[src/rtl/mem_port_arbiter_pkg.sv]
// mem_port_arbiter_pkg
//   Shared definitions for the fetch/memory-stage port arbiter:
//   FSM state encoding, requester IDs, default access timeout and a
//   helper that sizes the timeout counter.
package mem_port_arbiter_pkg;

   typedef enum logic [1:0] {
      ST_IDLE    = 2'd0,
      ST_MEM_ACC = 2'd1,
      ST_IF_ACC  = 2'd2
   } state_t;

   localparam logic REQ_IF  = 1'b0;
   localparam logic REQ_MEM = 1'b1;

   localparam int unsigned DEFAULT_TIMEOUT_CYC = 32'd255;

   // Bits needed to hold 0..cyc.
   function automatic int unsigned timeout_w(input int unsigned cyc);
      return $clog2(cyc + 1);
   endfunction

endpackage

[src/rtl/mem_port_arbiter_timeout.sv]
// mem_timeout_counter
//   Counts cycles an external access has been outstanding.
//   Ports:
//     clk      clock
//     rst      synchronous active-high reset
//     clear    zero the count (idle or access acknowledged)
//     count_en access outstanding this cycle without an ack
//     expired  combinational: this is the LIMIT-th outstanding cycle,
//              so the access is aborted at the coming edge
module mem_timeout_counter
   import mem_port_arbiter_pkg::*;
#(
   parameter int unsigned LIMIT = DEFAULT_TIMEOUT_CYC
) (
   input  logic clk,
   input  logic rst,
   input  logic clear,
   input  logic count_en,
   output logic expired
);

   localparam int unsigned W = timeout_w(LIMIT);
   localparam logic [W-1:0] LAST = W'(LIMIT - 1);

   logic [W-1:0] count;

   // Expiring on LIMIT-1 keeps the request asserted for exactly LIMIT cycles.
   assign expired = count_en & (count == LAST);

   always_ff @(posedge clk) begin
      if (rst || clear || expired) begin
         count <= '0;
      end else if (count_en) begin
         count <= count + W'(1);
      end
   end

endmodule

[src/rtl/mem_port_arbiter.sv]
// mem_port_arbiter
//   Shares a single-ported external memory between instruction fetch and
//   the memory stage. Memory-stage accesses go first (older instruction).
//   stall_o holds the whole pipeline until every access requested in the
//   current pipeline cycle has completed or timed out.
//   Ports:
//     clk_i, rst_i                   clock, synchronous active-high reset
//     if_req_i/if_addr_i/if_data_o   fetch request, PC, registered instruction
//     mem_rd_i/mem_wr_i/mem_addr_i/
//     mem_wdata_i/mem_rdata_o        load/store request, registered load data
//     stall_o                        freeze PC and pipeline registers
//     ext_req_o/ext_we_o/ext_addr_o/
//     ext_wdata_o/ext_rdata_i/
//     ext_ack_i                      external memory handshake
//     err_o                          sticky access-timeout flag
module mem_port_arbiter
   import mem_port_arbiter_pkg::*;
#(
   parameter int unsigned ADDR_W      = 32,
   parameter int unsigned DATA_W      = 32,
   parameter int unsigned TIMEOUT_CYC = DEFAULT_TIMEOUT_CYC
) (
   input  logic              clk_i,
   input  logic              rst_i,
   input  logic              if_req_i,
   input  logic [ADDR_W-1:0] if_addr_i,
   output logic [DATA_W-1:0] if_data_o,
   input  logic              mem_rd_i,
   input  logic              mem_wr_i,
   input  logic [ADDR_W-1:0] mem_addr_i,
   input  logic [DATA_W-1:0] mem_wdata_i,
   output logic [DATA_W-1:0] mem_rdata_o,
   output logic              stall_o,
   output logic              ext_req_o,
   output logic              ext_we_o,
   output logic [ADDR_W-1:0] ext_addr_o,
   output logic [DATA_W-1:0] ext_wdata_o,
   input  logic [DATA_W-1:0] ext_rdata_i,
   input  logic              ext_ack_i,
   output logic              err_o
);

   state_t            state, state_next;
   logic              done_if, done_if_next;
   logic              done_mem, done_mem_next;
   logic              req_next, we_next, err_next;
   logic [ADDR_W-1:0] addr_next;
   logic [DATA_W-1:0] wdata_next, if_data_next, mem_rdata_next;
   logic              mem_pend, if_pend;
   logic              acc_active, expired, target;

   assign mem_pend   = (mem_rd_i | mem_wr_i) & ~done_mem;
   assign if_pend    = if_req_i & ~done_if;
   assign stall_o    = mem_pend | if_pend;
   assign acc_active = (state != ST_IDLE);
   assign target     = (state == ST_MEM_ACC) ? REQ_MEM : REQ_IF;

   mem_timeout_counter #(
      .LIMIT (TIMEOUT_CYC)
   ) u_timeout (
      .clk      (clk_i),
      .rst      (rst_i),
      .clear    (~acc_active | ext_ack_i),
      .count_en (acc_active & ~ext_ack_i),
      .expired  (expired)
   );

   always_comb begin
      state_next     = state;
      done_if_next   = done_if;
      done_mem_next  = done_mem;
      req_next       = ext_req_o;
      we_next        = ext_we_o;
      addr_next      = ext_addr_o;
      wdata_next     = ext_wdata_o;
      if_data_next   = if_data_o;
      mem_rdata_next = mem_rdata_o;
      err_next       = err_o;

      case (state)
         ST_IDLE: begin
            if (mem_pend) begin
               state_next = ST_MEM_ACC;
               req_next   = 1'b1;
               we_next    = mem_wr_i;
               addr_next  = mem_addr_i;
               wdata_next = mem_wdata_i;
            end else if (if_pend) begin
               state_next = ST_IF_ACC;
               req_next   = 1'b1;
               we_next    = 1'b0;
               addr_next  = if_addr_i;
               wdata_next = '0;
            end else begin
               // Nothing pending means stall_o is low: the pipeline advances
               // on this edge, so the next cycle's accesses start fresh.
               done_if_next  = 1'b0;
               done_mem_next = 1'b0;
            end
         end

         ST_MEM_ACC, ST_IF_ACC: begin
            // An aborted access completes like an acked one, with zero data.
            if (ext_ack_i || expired) begin
               state_next = ST_IDLE;
               req_next   = 1'b0;
               we_next    = 1'b0;
               if (target == REQ_MEM) begin
                  done_mem_next = 1'b1;
                  if (!ext_we_o) begin
                     mem_rdata_next = ext_ack_i ? ext_rdata_i : '0;
                  end
               end else begin
                  done_if_next = 1'b1;
                  if_data_next = ext_ack_i ? ext_rdata_i : '0;
               end
               if (!ext_ack_i) begin
                  err_next = 1'b1;
               end
            end
         end

         default: begin
            state_next = ST_IDLE;
            req_next   = 1'b0;
            we_next    = 1'b0;
         end
      endcase
   end

   always_ff @(posedge clk_i) begin
      if (rst_i) begin
         state       <= ST_IDLE;
         done_if     <= 1'b0;
         done_mem    <= 1'b0;
         ext_req_o   <= 1'b0;
         ext_we_o    <= 1'b0;
         ext_addr_o  <= '0;
         ext_wdata_o <= '0;
         if_data_o   <= '0;
         mem_rdata_o <= '0;
         err_o       <= 1'b0;
      end else begin
         state       <= state_next;
         done_if     <= done_if_next;
         done_mem    <= done_mem_next;
         ext_req_o   <= req_next;
         ext_we_o    <= we_next;
         ext_addr_o  <= addr_next;
         ext_wdata_o <= wdata_next;
         if_data_o   <= if_data_next;
         mem_rdata_o <= mem_rdata_next;
         err_o       <= err_next;
      end
   end

endmodule

[config.mk]
export PLATFORM = sky130hd
export DESIGN_NAME = mem_port_arbiter
export DESIGN_NICKNAME = d
export VERILOG_FILES = /design/src/rtl/mem_port_arbiter_pkg.sv /design/src/rtl/mem_port_arbiter_timeout.sv /design/src/rtl/mem_port_arbiter.sv
export SDC_FILE = /design/constraint.sdc
export NUM_CORES = 1
export LEC_CHECK = 0
export ABC_CLOCK_PERIOD_IN_PS = 4740
export BUFFER_PORTS_ARGS = -buffer_cell sky130_fd_sc_hd__buf_2
export CORE_MARGIN = 5
export CORE_UTILIZATION = 45
export CTS_CLUSTER_SIZE = 24
export DETAILED_ROUTE_END_ITERATION = 12
export MAX_ROUTING_LAYER = met4
export PLACE_DENSITY = 0.75
export SLEW_MARGIN = 15
export SYNTH_ARGS = -nofsm -noshare
export SYNTH_HDL_FRONTEND = slang
export SYNTH_SLANG_ARGS = --single-unit
[constraint.sdc]
create_clock -name clk_i -period 4.74 [get_ports clk_i]
set_clock_uncertainty 0.1 [all_clocks]
set_input_delay 0.237 -clock clk_i [delete_from_list [all_inputs] [get_ports clk_i]]
set_output_delay 0.237 -clock clk_i [all_outputs]
set_load 0.03 [all_outputs]
==> run summary, run 1 <==
Outcome: finished, final reports clean
Commonest cells in the synthesized netlist: 143 x sky130_fd_sc_hd__dfxtp_1, 125 x sky130_fd_sc_hd__a21oi_1, 104 x sky130_fd_sc_hd__nand2_1, 77 x sky130_fd_sc_hd__o21ai_0, 51 x sky130_fd_sc_hd__nor2_1
Number of setup buffers added after CTS: 0
Cell with the most instances after synthesis: sky130_fd_sc_hd__dfxtp_1
First-pass GRT wire length: 32800 um
DR vias: 6513
Die footprint: 14560 um2
GRT met2 Usage: 0.4862
Shortest clock period the worst path allows after layout: 3.488 ns
Type of the worst setup path: input pin to flop
Critical Path Most Common Cell: sky130_fd_sc_hd__dlygate4sd3_1
Startpoint class of the critical path: input pin
Post-detailed-route count of antenna-violating nets: 0
Transition time at the pin with the least slew margin: 1.191 ns
Worst path top cell family by delay: compound AO/OA/AOI/OAI gates
Number of sinks handled by clock tree synthesis: 143
CTS tree: built
Final design utilization: 0.7181
Flop and latch count out of synthesis: 143
Slowest stage cell on the critical path: sky130_fd_sc_hd__o21a_1
Placeable core region: 12010 um2
Launch point of the worst hold path: mem_addr_i[3]
Required time worst endpoint: 5.00 ns
Portion of total power attributed to combinational logic: 0.337
Met3 global-route usage: 0.07343
Max-cap check violation count: 0
Rel. slew slack: 0.2062
Flip-flop cell with the highest count after synthesis: sky130_fd_sc_hd__dfxtp_1
Crit share post-route: 0.7358
Portion of total power attributed to the clock network: 0.322
Average instance area after synthesis: 8.297 um2
Power after layout: 4.367 mW
Register area: 2863 um2
DP Cell Count: 1027
Register-to-Register Path Depth: 5
Number of pins with negative max-slew slack in the final report: 0
Internal cell power: 2.761 mW
Net count after synthesis: 803
CTS buffer count: 17
Sequential-to-total area share from yosys stat: 0.5196
Switching portion of total power: 0.3676
Clock root buffer: sky130_fd_sc_hd__clkbuf_16
Post-DR wirelength/cell: 17.98 um
Netlist area before placement: 5509 um2
Synthesis-to-layout area growth: 56.58%
Cell Chain, Critical Path: dlygate4sd3_1 -> buf_2 -> o21ba_2 -> o21a_1 -> o21ai_0 -> a21oi_1 -> dlygate4sd3_1
Fraction of final layout cells sized beyond drive strength 1: 0.3049
Worst setup slack for register-to-register paths: 1.34 ns
Switching pwr: 1.605 mW
Worst hold-check path type: input pin to flop
Cells taking the most area after synthesis: sky130_fd_sc_hd__dfxtp_1 52%, sky130_fd_sc_hd__a21oi_1 11%, sky130_fd_sc_hd__nand2_1 7.1%
Startpoint of the worst-slack reg-to-reg timing path: done_mem$_SDFFE_PP0P_
Routing usage on met1: 0.3215
Critical Path AT: 3.75 ns
DRT Wirelength: 21240 um
Buffers and inverters on the worst path: 3
Vias in the first global route: 6585
Post-synthesis cell count: 664
EDFF count, synth: 0
Routability Congestion: 0.8353
Clock transition at the registers of the reported paths: 0.06 ns
Starting density of the core: 0.4586
Leakage power: 3.892 nW
Horizontal die dimension: 120.6 um
Number of distinct library cells after synthesis: 39
GRT overflow: 0
DIE HEIGHT: 120.6 um
Final Net Count: 1156
Initial detailed-routing violation count: 730
Yosys synthesis warning count: 0
Final number of hold-violating endpoints: 0
Std-Cell Rows: 40
Initial antenna violation count: 3
Kind of end point of the critical path: flop
Filler cell count: 868
Cell area power density: 506.2 nW/um2
Top cell type by total area after synthesis: sky130_fd_sc_hd__dfxtp_1
Pin count of the biggest net entering global routing: 106
Unrepaired setup endpoints after global routing: no
Deepest clock path buffer count: 2
Async S/R FF share, synth: 0
Post-layout instance count excluding filler cells: 1181
Fraction of post-synthesis cell area in the top cell type by area: 0.5196
Timing-limited maximum frequency: 286.7 MHz
Final sum of negative setup slack: 0 ns
DRT Pass-1 Iters: 5
Busiest layer in global routing: met2
Port Buf Inserts: 265
Worst Hold Path Cells: 3
Largest fanout on the critical path: 39
Hold-critical path endpoint: ext_addr_o[3]$_SDFFE_PP0P_
Reg-to-reg endpoint: ext_addr_o[15]$_SDFFE_PP0P_
Overall global routing resource usage: 0.2912
Gates resized, CTS repair: 0
Io pins: 266
Insertion delay of the later-clocked pin in the worst-skew pair: 0.41 ns
H-Tree Level Count: 4
Area used by multi-input combinational logic: 2345 um2
Slowest Stage Delay on Critical Path: 1.03 ns
Residual DRC count: 0
Setup violation total in the final timing report: 0
Detailed Place HPWL: 12250 um
Avg Vias per Cell: 5.515
Portion of total power attributed to sequential cells: 0.342
Worst voltage drop across the vdd grid: 0.3449 mV
==> sequential cells by signal, summed over array words and instances, names as in the netlist <==
name	count
done_if	1
done_mem	1
state	2
ext_we_o	1
mem_rdata_o	32
u_timeout.count	8
if_data_o	32
ext_wdata_o	32
err_o	1
ext_req_o	1
ext_addr_o	32
==> power by group through the flow <==
| stage | Sequential (mW) | Clock [mW] | Combinational, mW |
|---|---|---|---|
| final | 1.49 | 1.40 | 1.47 |
| after global routing | 1.51 | 1.48 | 1.56 |
| after CTS | 1.48 | 1.43 | 1.42 |
| after detailed placement | 1.50 | 0 | 1.28 |
| after global placement | 1.50 | 0 | 1.27 |
| after floorplan | 1.85 | 0 | 0.558 |
==> how the worst max path moves through the flow <==
| stage | from | to | slack [ns] | cells past startpoint |
|---|---|---|---|---|
| after floorplan | state[1]$_SDFFE_PP0P_ | done_mem$_SDFFE_PP0P_ | 2.99 | 8 |
| after global placement | done_mem$_SDFFE_PP0P_ | done_if$_SDFFE_PP0P_ | 2.05 | 4 |
| after detailed placement | state[1]$_SDFFE_PP0P_ | mem_rdata_o[9]$_SDFFE_PP0P_ | 2.02 | 7 |
| after CTS | mem_wr_i | ext_addr_o[4]$_SDFFE_PP0P_ | 1.47 | 7 |
| after global routing | mem_wr_i | ext_addr_o[15]$_SDFFE_PP0P_ | 1.09 | 7 |
| final | mem_wr_i | ext_addr_o[15]$_SDFFE_PP0P_ | 1.25 | 7 |
==> stage by stage <==
step,cell area (um2),hold slack (ns),worst slack (ns)
after CTS,8616,0.003260,1.473
final,8626,0.02016,1.252
after floorplan,5509,0.2690,2.990
after global placement,6814,0.3419,2.054
after global routing,8623,0.02381,1.093
after detailed placement,6814,0.3497,2.018
==> placed cells by master (no fill, tap or decap), types with 2 or more instances in the layout <==
master                          netlist  routed
sky130_fd_sc_hd__a211oi_1             6       6
sky130_fd_sc_hd__a21oi_1            125     125
sky130_fd_sc_hd__a22oi_1             32      32
sky130_fd_sc_hd__and2_1               2       2
sky130_fd_sc_hd__buf_2               18     264
sky130_fd_sc_hd__buf_4                1      10
sky130_fd_sc_hd__bufinv_16            0       4
sky130_fd_sc_hd__clkbuf_16            0      17
sky130_fd_sc_hd__clkinv_2             0       3
sky130_fd_sc_hd__clkinv_4             0       2
sky130_fd_sc_hd__clkinvlp_4           0       4
sky130_fd_sc_hd__dfxtp_1            143     143
sky130_fd_sc_hd__diode_2              0       4
sky130_fd_sc_hd__dlygate4sd3_1        0     118
sky130_fd_sc_hd__ha_1                 5       5
sky130_fd_sc_hd__inv_1                7       7
sky130_fd_sc_hd__nand2_1            104     104
sky130_fd_sc_hd__nand2b_1             2       2
sky130_fd_sc_hd__nand3_1              3       3
sky130_fd_sc_hd__nand3b_1             2       2
sky130_fd_sc_hd__nand4_1              3       3
sky130_fd_sc_hd__nor2_1              51      48
sky130_fd_sc_hd__nor2_2               0       3
sky130_fd_sc_hd__nor2b_1              2       2
sky130_fd_sc_hd__nor3_1               2       2
sky130_fd_sc_hd__o21a_1               2       2
sky130_fd_sc_hd__o21ai_0             77      77
sky130_fd_sc_hd__o21ai_1             19      19
sky130_fd_sc_hd__xor2_1               5       5
==> cell families (layout without fill, tap and decap cells) <==
family / Yosys count / after routing / share of synthesized area
other cells: 0 / 4 / 0
simple gates: 175 / 175 / 0.1288
xor+xnor: 6 / 6 / 0.009539
compound gates: 270 / 270 / 0.2725
buf+inv: 65 / 431 / 0.05814
fa+ha+maj: 5 / 5 / 0.01136
flops: 143 / 143 / 0.5196
==> cell type report <==
type                            instances  area share
Tap cell                              147     0.02132
Antenna cell                            4    0.001160
Sequential cell                       143      0.3319
Multi-Input combinational cell        456      0.2718
Clock buffer                           18     0.04975
Clock inverter                         14     0.02219
Inverter                                7    0.003046
Timing Repair Buffer                  392      0.2988
==> worst reg2reg max path, cell delays in order, from the launching register on <==
cell,delay (ns)
sky130_fd_sc_hd__dfxtp_1,0.32
sky130_fd_sc_hd__o21ba_2,0.81
sky130_fd_sc_hd__o21a_1,1.06
sky130_fd_sc_hd__o21ai_0,0.28
sky130_fd_sc_hd__a21oi_1,0.21
sky130_fd_sc_hd__dlygate4sd3_1,0.57
==> routing by layer <==
metal | up-vias | share of wire | wire, um
met5 | - | 0 | 0
met4 | 0 | 0.045 | 954
met3 | 89 | 0.091 | 1941
met2 | 392 | 0.49 | 10380
met1 | 3030 | 0.37 | 7962
li1 | 3002 | - | -
==> timing repair <==
action,CTS,global route
hold buffers,118,0
endpoints found under the setup margin,0,0
endpoints found under the hold margin,128,0
(Power assumes the default switching activity.)
==> run 2, diff against run 1 <==
--- a/config.mk
+++ b/config.mk
@@ -5,14 +5,14 @@
 export SDC_FILE = /design/constraint.sdc
 export NUM_CORES = 1
 export LEC_CHECK = 0
-export ABC_CLOCK_PERIOD_IN_PS = 4740
+export ABC_CLOCK_PERIOD_IN_PS = 3000
 export BUFFER_PORTS_ARGS = -buffer_cell sky130_fd_sc_hd__buf_2
 export CORE_MARGIN = 5
-export CORE_UTILIZATION = 45
+export CORE_UTILIZATION = 42
 export CTS_CLUSTER_SIZE = 24
 export DETAILED_ROUTE_END_ITERATION = 12
 export MAX_ROUTING_LAYER = met4
-export PLACE_DENSITY = 0.75
+export PLACE_DENSITY = 0.74
 export SLEW_MARGIN = 15
 export SYNTH_ARGS = -nofsm -noshare
 export SYNTH_HDL_FRONTEND = slang
==> constraint.sdc (replaced) <==
create_clock -name clk_i -period 3 [get_ports clk_i]
set_clock_uncertainty 0.1 [all_clocks]
set_input_delay 0.15 -clock clk_i [delete_from_list [all_inputs] [get_ports clk_i]]
set_output_delay 0.15 -clock clk_i [all_outputs]
set_load 0.03 [all_outputs]
==> run summary, run 2 (same netlist as run 1, synthesis figures left out) <==
Insertion delay of the later-clocked pin in the worst-skew pair: 0.41 ns
Placement-stage worst setup slack: 1.076 ns
Gates resized, CTS repair: 0
Crit share post-route: 0.8050
Portion of total power attributed to sequential cells: 0.338
Switching pwr: 2.527 mW
Max-cap check violation count: 0
Residual DRC count: 0
Routability Congestion: 0.8251
H-Tree Level Count: 4
Power after layout: 6.982 mW
Initial antenna violation count: 0
Placeable core region: 12720 um2
Post-detailed-route count of antenna-violating nets: 0
Std-Cell Rows: 41
Initial detailed-routing violation count: 630
Rel. slew slack: 0.5869
Final sum of negative setup slack: 0 ns
Final Net Count: 1171
Shortest clock period the worst path allows after layout: 2.415 ns
Clock root buffer: sky130_fd_sc_hd__clkbuf_16
Portion of total power attributed to combinational logic: 0.345
Required time worst endpoint: 3.26 ns
GRT overflow: 0
Worst path top cell family by delay: compound AO/OA/AOI/OAI gates
Deepest clock path buffer count: 2
CTS tree: built
Worst voltage drop across the vdd grid: 0.4373 mV
Largest fanout on the critical path: 21
Port Buf Inserts: 265
Horizontal die dimension: 124.5 um
Overall global routing resource usage: 0.2717
Final worst setup slack: 0.5851 ns
First-pass GRT wire length: 33600 um
Internal cell power: 4.456 mW
Post-DR wirelength/cell: 17.07 um
Worst hold-check path type: input pin to flop
Avg Vias per Cell: 5.302
Detailed Place HPWL: 12030 um
Io pins: 266
Unrepaired setup endpoints after global routing: no
Outcome: finished, final reports clean
Hold buffer count at CTS: 129
Portion of total power attributed to the clock network: 0.317
Kind of end point of the critical path: flop
Highest-count cells in the layout ignoring fill and taps: 264 x sky130_fd_sc_hd__buf_2, 143 x sky130_fd_sc_hd__dfxtp_1, 129 x sky130_fd_sc_hd__dlygate4sd3_1
Startpoint class of the critical path: flop
Transition time at the pin with the least slew margin: 0.6191 ns
Critical Path AT: 2.67 ns
Buffers and inverters on the worst path: 2
Type of the worst setup path: flop to flop
Placed Instance Area: 6900 um2
Area of all placed cells without fillers: 8811 um2
Fraction of final layout cells sized beyond drive strength 1: 0.3043
Slowest stage cell on the critical path: sky130_fd_sc_hd__dlygate4sd3_1
Pin count of the biggest net entering global routing: 67
Most common cell after layout, fill and taps aside: sky130_fd_sc_hd__buf_2
Antenna Diode Count: 0
Number of sinks handled by clock tree synthesis: 143
DR vias: 6452
DRT Wirelength: 20770 um
Timing-limited maximum frequency: 414.1 MHz
Cell area power density: 792.5 nW/um2
Final number of hold-violating endpoints: 0
Clock transition at the registers of the reported paths: 0.06 ns
Slowest Stage Delay on Critical Path: 0.58 ns
Number of pins with negative max-slew slack in the final report: 0
DIE HEIGHT: 124.5 um
Vias in the first global route: 6669
Number of setup buffers added after CTS: 0
DRT Pass-1 Iters: 5
Switching portion of total power: 0.3619
Filler cell count: 977
CTS buffer count: 17
Leakage power: 3.978 nW
Cell Chain, Critical Path: o21ba_2 -> o21a_1 -> buf_4 -> o21ai_0 -> a21oi_1 -> dlygate4sd3_1
Setup violation total in the final timing report: 0
Starting density of the core: 0.4330
Synthesis-to-layout area growth: 59.94%
Die footprint: 15510 um2
==> run 2: cell types whose count changed in the layout (fill, tap and decap cells not counted), sizes merged <==
cell / delta
buf: +4
clkinv: -2
clkinvlp: +1
diode: -4
dlygate4sd3: +11
inv: +1
==> run 2: worst reg2reg max path: stages (launching register included) <==
cell                            delay (ns)
sky130_fd_sc_hd__dfxtp_1              0.33
sky130_fd_sc_hd__o21ba_2              0.53
sky130_fd_sc_hd__o21a_1               0.24
sky130_fd_sc_hd__buf_4                0.26
sky130_fd_sc_hd__o21ai_0              0.14
sky130_fd_sc_hd__a21oi_1              0.18
sky130_fd_sc_hd__dlygate4sd3_1        0.58
==> run 2: path summary, 6_finish.rpt <==
kind | from | end | slack [ns] | cells past startpoint
min | ext_ack_i | state[1]$_SDFFE_PP0P_ | 0.12 | 3
max reg2reg | done_mem$_SDFFE_PP0P_ | ext_addr_o[15]$_SDFFE_PP0P_ | 0.59 | 6
min reg2reg | u_timeout.count[0]$_SDFFE_PP0P_ | u_timeout.count[0]$_SDFFE_PP0P_ | 0.35 | 1
max | done_mem$_SDFFE_PP0P_ | ext_addr_o[15]$_SDFFE_PP0P_ | 0.59 | 6
==> run 2: metrics by stage <==
step / hold WS, ns / utilization / instances
after CTS: 0.1011 / 0.6926 / 1217
after floorplan: 0.1820 / - / 664
after global placement: 0.2919 / 0.5424 / 1056
after global routing: 0.1312 / 0.6926 / 1217
final: 0.1242 / 0.6926 / 1217
after detailed placement: 0.2950 / 0.5424 / 1056
==> run 2: cell type report <==
cell class | instances | area [um2] | share of cell area
repair buffers | 407 | 2743 | 0.3113
clock inverters | 14 | 190.2 | 0.02158
inverters | 7 | 26.28 | 0.002982
multi-input cells | 456 | 2345 | 0.2661
well taps | 172 | 215.2 | 0.02442
clock buffers | 18 | 429.2 | 0.04871
flip-flops and latches | 143 | 2863 | 0.3249
==> run 2: power by group through the flow <==
stage	logic [mW]	clock network (mW)	registers, mW
6_report	2.41	2.22	2.36
3_3_place_gp	2.05	0	2.37
4_1_cts	2.36	2.24	2.34
3_5_place_dp	2.06	0	2.37
5_1_grt	2.59	2.32	2.38
2_1_floorplan	0.881	0	2.92
==> run 2: metal layers <==
metal	part of all wire	global-route usage	up-vias
li1	-	-	3027
met1	0.40	0.3093	3005
met2	0.47	0.4300	354
met3	0.095	0.09734	66
met4	0.034	0.1225	0
met5	0	-	-
